**config.mk**
```make
export PLATFORM = sky130hd
export DESIGN_NAME = location_scheduler
export DESIGN_NICKNAME = d
export VERILOG_FILES = /design/src/rtl/location_scheduler.sv
export SDC_FILE = /design/constraint.sdc
export NUM_CORES = 1
export LEC_CHECK = 0
export ABC_AREA = 0
export CAP_MARGIN = 20
export CORE_ASPECT_RATIO = 0.75
export CORE_UTILIZATION = 40
export CTS_BUF_LIST = sky130_fd_sc_hd__clkbuf_4
export CTS_CLUSTER_SIZE = 12
export DETAILED_ROUTE_END_ITERATION = 7
export PLACE_DENSITY = 0.73
export SYNTH_ARGS = -nofsm -noshare
export SYNTH_HDL_FRONTEND = slang
export SYNTH_SLANG_ARGS = --single-unit
```
**constraint.sdc**
```tcl
create_clock -name clock -period 5.2 [get_ports clock]
set_clock_uncertainty 0.1 [all_clocks]
set_input_delay 1.04 -clock clock [delete_from_list [all_inputs] [get_ports clock]]
set_output_delay 1.04 -clock clock [all_outputs]
set_load 0.1 [all_outputs]
```
**src/rtl/location_scheduler.sv**
```systemverilog
// Frame-level sequencer: loads one labelled frame into the location algorithm, starts it and latches its results.
// Optional WAIT_DONE watchdog enabled by defining LOC_SCHED_TIMEOUT_EN.
module location_scheduler #(
  parameter int WIDTH          = 80,
  parameter int HEIGHT         = 60,
  parameter int TIMEOUT_CYCLES = 65535
) (
  input  logic         clock,
  input  logic         reset_n,
  input  logic         enable,
  input  logic         in_valid,
  input  logic         in_sof,
  input  logic [1:0]   in_data,
  output logic         in_ready,
  output logic         alg_write,
  output logic [1:0]   alg_write_data,
  output logic         alg_start,
  input  logic         alg_done,
  input  logic [191:0] alg_locations,
  input  logic [2:0]   reg_addr,
  output logic [31:0]  reg_rdata,
  output logic         busy,
  output logic         irq,
  input  logic         irq_clear
);

  localparam int         FSIZE   = WIDTH * HEIGHT;
  localparam logic [12:0] FSIZE_C = 13'(FSIZE);

  typedef enum logic [2:0] {
    S_IDLE,
    S_WAIT_SOF,
    S_LOAD,
    S_START,
    S_WAIT_DONE,
    S_CAPTURE
  } state_t;

  state_t      state_reg, state_next;
  logic [12:0] pix_cnt_reg, pix_cnt_next;
  logic        write_next;
  logic        sync_set;
  logic        capture;
  logic        timeout_hit;
  logic        alg_write_reg;
  logic [1:0]  alg_write_data_reg;
  logic        alg_start_reg;
  logic [15:0] frame_count_reg;
  logic        irq_reg;
  logic        sync_err_reg;
  logic        timeout_err;
  logic [31:0] loc_reg [6];

`ifdef LOC_SCHED_TIMEOUT_EN
  localparam logic [15:0] TO_LAST = 16'(TIMEOUT_CYCLES - 1);
  logic [15:0] to_cnt_reg;
  logic        timeout_err_reg;

  always_ff @(posedge clock or negedge reset_n) begin
    if (!reset_n) begin
      to_cnt_reg <= '0;
    end else if (state_reg == S_WAIT_DONE) begin
      to_cnt_reg <= to_cnt_reg + 16'd1;
    end else begin
      to_cnt_reg <= '0;
    end
  end

  always_ff @(posedge clock or negedge reset_n) begin
    if (!reset_n) begin
      timeout_err_reg <= 1'b0;
    end else if (timeout_hit) begin
      timeout_err_reg <= 1'b1;
    end else if (irq_clear) begin
      timeout_err_reg <= 1'b0;
    end
  end

  assign timeout_err = timeout_err_reg;
`else
  assign timeout_err = 1'b0;
`endif

  always_comb begin
    state_next   = state_reg;
    pix_cnt_next = pix_cnt_reg;
    in_ready     = 1'b0;
    busy         = 1'b0;
    write_next   = 1'b0;
    sync_set     = 1'b0;
    capture      = 1'b0;
    timeout_hit  = 1'b0;
    case (state_reg)
      S_IDLE: begin
        if (enable) state_next = S_WAIT_SOF;
      end
      S_WAIT_SOF: begin
        in_ready = 1'b1;
        if (in_valid && in_sof) begin
          write_next   = 1'b1;
          pix_cnt_next = 13'd1;
          state_next   = S_LOAD;
        end else if (!enable) begin
          state_next = S_IDLE;
        end
      end
      S_LOAD: begin
        in_ready = 1'b1;
        busy     = 1'b1;
        if (in_valid) begin
          write_next = 1'b1;
          // A mid-frame SOF restarts the frame from pixel 0
          if (in_sof) begin
            sync_set     = 1'b1;
            pix_cnt_next = 13'd1;
          end else begin
            pix_cnt_next = pix_cnt_reg + 13'd1;
            if (pix_cnt_reg + 13'd1 == FSIZE_C) state_next = S_START;
          end
        end
      end
      S_START: begin
        busy       = 1'b1;
        state_next = S_WAIT_DONE;
      end
      S_WAIT_DONE: begin
        busy = 1'b1;
        if (alg_done) begin
          state_next = S_CAPTURE;
        end
`ifdef LOC_SCHED_TIMEOUT_EN
        else if (to_cnt_reg == TO_LAST) begin
          timeout_hit = 1'b1;
          state_next  = enable ? S_WAIT_SOF : S_IDLE;
        end
`endif
      end
      S_CAPTURE: begin
        capture    = 1'b1;
        state_next = enable ? S_WAIT_SOF : S_IDLE;
      end
      default: state_next = S_IDLE;
    endcase
  end

  // Start is registered off the START state so it lands one cycle after the final write
  always_ff @(posedge clock or negedge reset_n) begin
    if (!reset_n) begin
      state_reg          <= S_IDLE;
      pix_cnt_reg        <= '0;
      alg_write_reg      <= 1'b0;
      alg_write_data_reg <= '0;
      alg_start_reg      <= 1'b0;
    end else begin
      state_reg     <= state_next;
      pix_cnt_reg   <= pix_cnt_next;
      alg_write_reg <= write_next;
      alg_start_reg <= (state_reg == S_START);
      if (write_next) alg_write_data_reg <= in_data;
    end
  end

  genvar gi;
  generate
    for (gi = 0; gi < 6; gi++) begin : g_loc
      always_ff @(posedge clock or negedge reset_n) begin
        if (!reset_n) begin
          loc_reg[gi] <= '0;
        end else if (capture) begin
          loc_reg[gi] <= alg_locations[gi*32 +: 32];
        end
      end
    end
  endgenerate

  // Set beats clear when both land in the same cycle
  always_ff @(posedge clock or negedge reset_n) begin
    if (!reset_n) begin
      frame_count_reg <= '0;
      irq_reg         <= 1'b0;
      sync_err_reg    <= 1'b0;
    end else begin
      if (capture) frame_count_reg <= frame_count_reg + 16'd1;
      if (capture || timeout_hit) irq_reg <= 1'b1;
      else if (irq_clear)         irq_reg <= 1'b0;
      if (sync_set)               sync_err_reg <= 1'b1;
      else if (irq_clear)         sync_err_reg <= 1'b0;
    end
  end

  always_comb begin
    reg_rdata = '0;
    case (reg_addr)
      3'd0:    reg_rdata = loc_reg[0];
      3'd1:    reg_rdata = loc_reg[1];
      3'd2:    reg_rdata = loc_reg[2];
      3'd3:    reg_rdata = loc_reg[3];
      3'd4:    reg_rdata = loc_reg[4];
      3'd5:    reg_rdata = loc_reg[5];
      3'd6:    reg_rdata = {frame_count_reg, 13'b0, timeout_err, sync_err_reg, busy};
      default: reg_rdata = {19'b0, pix_cnt_reg};
    endcase
  end

  assign alg_write      = alg_write_reg;
  assign alg_write_data = alg_write_data_reg;
  assign alg_start      = alg_start_reg;
  assign irq            = irq_reg;

endmodule
```
==> summary.txt <==
Flow run
  • Maxcap violations: 0

Placed design
  • Placer Congestion: 0.881
  • Worst slack, placed: 0.931 ns
  • Placed insts: 1799
  • DP Area: 13800 µm²
  • Port buffer count: 242
  • Final HPWL DP: 22.6 mm

Clocking
  • CTS H-tree lvls: 2
  • TritonCTS buffer count: 59
  • # resized after CTS: 0
  • CTS Root Buffer Type: clkbuf_4
  • Clock Pin Slew Worst Setup and Hold Paths: 0.06 ns
  • Post-CTS setup buffer count: 0
  • CTS hold repair buffers: 0
  • CTS tree: done
  • Clk sinks: 230
  • Clock latency on the worst-skew pair: 0.66 ns
  • Max Buffers Root-to-Sink: 3

Route
  • Number of routed nets with antenna violations: 0
  • DR vias: 9782
  • Remaining DRCs: 13
  • Vias per inst: 5.15
  • First drt pass iteration count: 8
  • Initial DRC count: 740
  • Final wirelength: 33.0 mm
  • WL/cell: 17.4 µm

Timing
  • Post-route clock period utilization: 82.7%
  • Worst rel slew slack: 24.7%
  • Worst slew pin tran: 1.13 ns
  • Setup_tns: 0 ns
  • Fin worst setup slack: 0.902 ns
  • Max frequency: 233 MHz
  • Pins Over Slew Limit: 0
  • Final Hold Vio Count: 0
  • Final Setup Violations: 0
  • Period minus WS final: 4.30 ns
  • RSZ-0062 raised after global routing: no

Hold path
  • Hold Path Class: in2async

Synth
  • Post-synth EDFFs: 0
  • YS warnings: 0
  • Synthesized area: 11000 µm²
  • Syn Area/Cell: 8.61 µm²
  • Largest cells by area after synthesis: dfrtp_1 (52%), nand2_1 (22%), mux2i_1 (2.9%), mux4_2 (2.3%), buf_2 (2.2%)
  • Post-synth ARST share: 100%
  • Post-synthesis cell count: 1274
  • Yosys top cell area share: 52.5%
  • Synth area leader: dfrtp_1
  • Seq cells post-synth: 230
  • Syn Nets: 1481
  • Seq/Total Area, Yosys: 52.5%
  • Top-count cell post-synth: nand2_1
  • Netlist cell types: 57
  • Synth top cells by count: nand2_1 (638), dfrtp_1 (230), buf_2 (49)
  • Most common flop cell mapped by yosys: dfrtp_1

Setup path
  • CP Class: in2out
  • Worst path max stage delay: 0.65 ns
  • Slowest CP cell: nor2_1
  • Worst-path cell chain: buf_4, nand2b_1, nor2_1, a22oi_1, o21ai_0, o21a_1, buf_12
  • Crit path required time: 4.06 ns
  • CP Capture Type: output pin
  • WP data arrival: 3.16 ns
  • Crit-path max FO: 37
  • Crit path launch type: input pin

Global routing
  • Largest net degree at the start of global routing: 170
  • Global-route wire length before repair: 52.6 mm
  • Vias in the first global route: 9760
  • GRT Total Usage: 23.7%
  • Total grt overflow: 0
  • Initial antenna violation count: 2

Pwr
  • Clk network pwr share: 20.3%
  • Combinational power share: 38.1%
  • Switch Pwr: 0.00296 W
  • Cell Pwr Density: 507 nW/µm²
  • Leak pwr: 7.04 nW
  • Internal: 0.00441 W
  • VDD IR max: 0.264 mV
  • Reg power frac: 41.6%
  • Switch share: 40.2%

Floorplanning
  • Initial Utilization: 40.7%
  • Die Span Y: 145 µm
  • Total die area: 28100 µm²
  • Die span in x: 193 µm
  • Area of the core: 26900 µm²
  • Rows: 52
  • Num ports: 243

Status
  • Status: finished with violations
  • Failing checks: design-rule violations

Layout
  • Number of flip-flops in the largest register: 192
  • Synth-to-Final Area Change: 32.5%
  • Post-route cell area: 14500 µm²
  • Final non-filler cell total: 1901
  • Final core occ: 54.0%
  • # fillers: 2497
  • Share of cells above drive strength 1: 11.5%
  • Nets@finish: 1716
## worst max-delay path, delay by kind of cell
family	cells	cell delay, ns
AOI/OAI and AO/OA	3	0.49
buffers and inverters	2	0.46
and+or+nand+nor	2	1.14
## power by group through the flow
stage / registers (W) / clock network [W] / logic [W]
floorplan: 0.00302 / 0 / 0.00190
global placement: 0.00306 / 0 / 0.00275
detailed placement: 0.00309 / 0 / 0.00281
CTS: 0.00306 / 0.00154 / 0.00283
global route: 0.00316 / 0.00163 / 0.00308
finish: 0.00307 / 0.00149 / 0.00281
## layout by cell type, fill, tap and decap left out, drive strengths merged, types with 3 or more instances in the layout
cell,n
mux2i,32
clkbuf,88
and2,4
inv,7
nand3,10
a22o,15
nor2,44
xor2,9
nand2b,6
a21oi,35
dfrtp,230
o22ai,4
clkinv,12
nand2,638
and3,5
mux2,12
nor2b,7
and4,4
o31ai,6
nand4,8
o221ai,12
o21ai,34
ha,3
a22oi,13
clkdlybuf4s50,206
xnor2,13
a31oi,4
mux4,11
a221oi,5
buf,50
## kinds of logic after synthesis
logic type	count (synthesis)	share of synthesized area, %
AND/OR/NAND/NOR	734	26.5
flip-flops	230	52.5
AO/OA/AOI/OAI	141	8.63
buffers and inverters	89	3.88
multiplexers	55	6.41
XOR/XNOR	22	1.76
adder cells (fa/ha/maj)	3	0.342
## cell type report
| class | count | area [µm²] | area share, % |
|---|---|---|---|
| timing repair buffer | 256 | 2790 | 19.2 |
| clock inverter | 12 | 47.5 | 0.327 |
| tap | 351 | 439 | 3.02 |
| inverter | 7 | 26.3 | 0.181 |
| multi-input combinational | 955 | 4810 | 33.1 |
| sequential | 230 | 5760 | 39.6 |
| clock buffer | 88 | 661 | 4.55 |
| antenna | 2 | 5.00 | 0.0344 |
## through the flow
| step | total power [W] | hold slack [ns] |
|---|---|---|
| after floorplan | 0.00492 | 0.340 |
| after global placement | 0.00582 | 0.353 |
| after detailed placement | 0.00591 | 0.360 |
| after CTS | 0.00743 | 0.360 |
| after global routing | 0.00787 | 0.397 |
| final | 0.00737 | 0.366 |
## layer usage
metal | vias to the layer above | track usage [%] | share of wire [%]
li1 | 4642 | - | -
met1 | 4649 | 35.7 | 47
met2 | 438 | 34.1 | 43
met3 | 53 | 5.35 | 8.5
met4 | 0 | 6.24 | 1.7
met5 | - | 0 | 0
## worst paths after layout
path	start	endpoint	slack (ns)	cells after the start
max	reg_addr[0]	reg_rdata[7]	0.90	7
min	reset_n	loc_reg[145]$_DFFE_PN0P_	0.37	1
min in group clock	loc_reg[138]$_DFFE_PN0P_	loc_reg[138]$_DFFE_PN0P_	0.37	2
max reg2reg	state_reg[0]$_DFFE_PN0P_	loc_reg[49]$_DFFE_PN0P_	2.83	5
min reg2reg	loc_reg[138]$_DFFE_PN0P_	loc_reg[138]$_DFFE_PN0P_	0.37	2
max in group asynchronous	reset_n	loc_reg[58]$_DFFE_PN0P_	3.54	2
(Power assumes the default switching activity.)
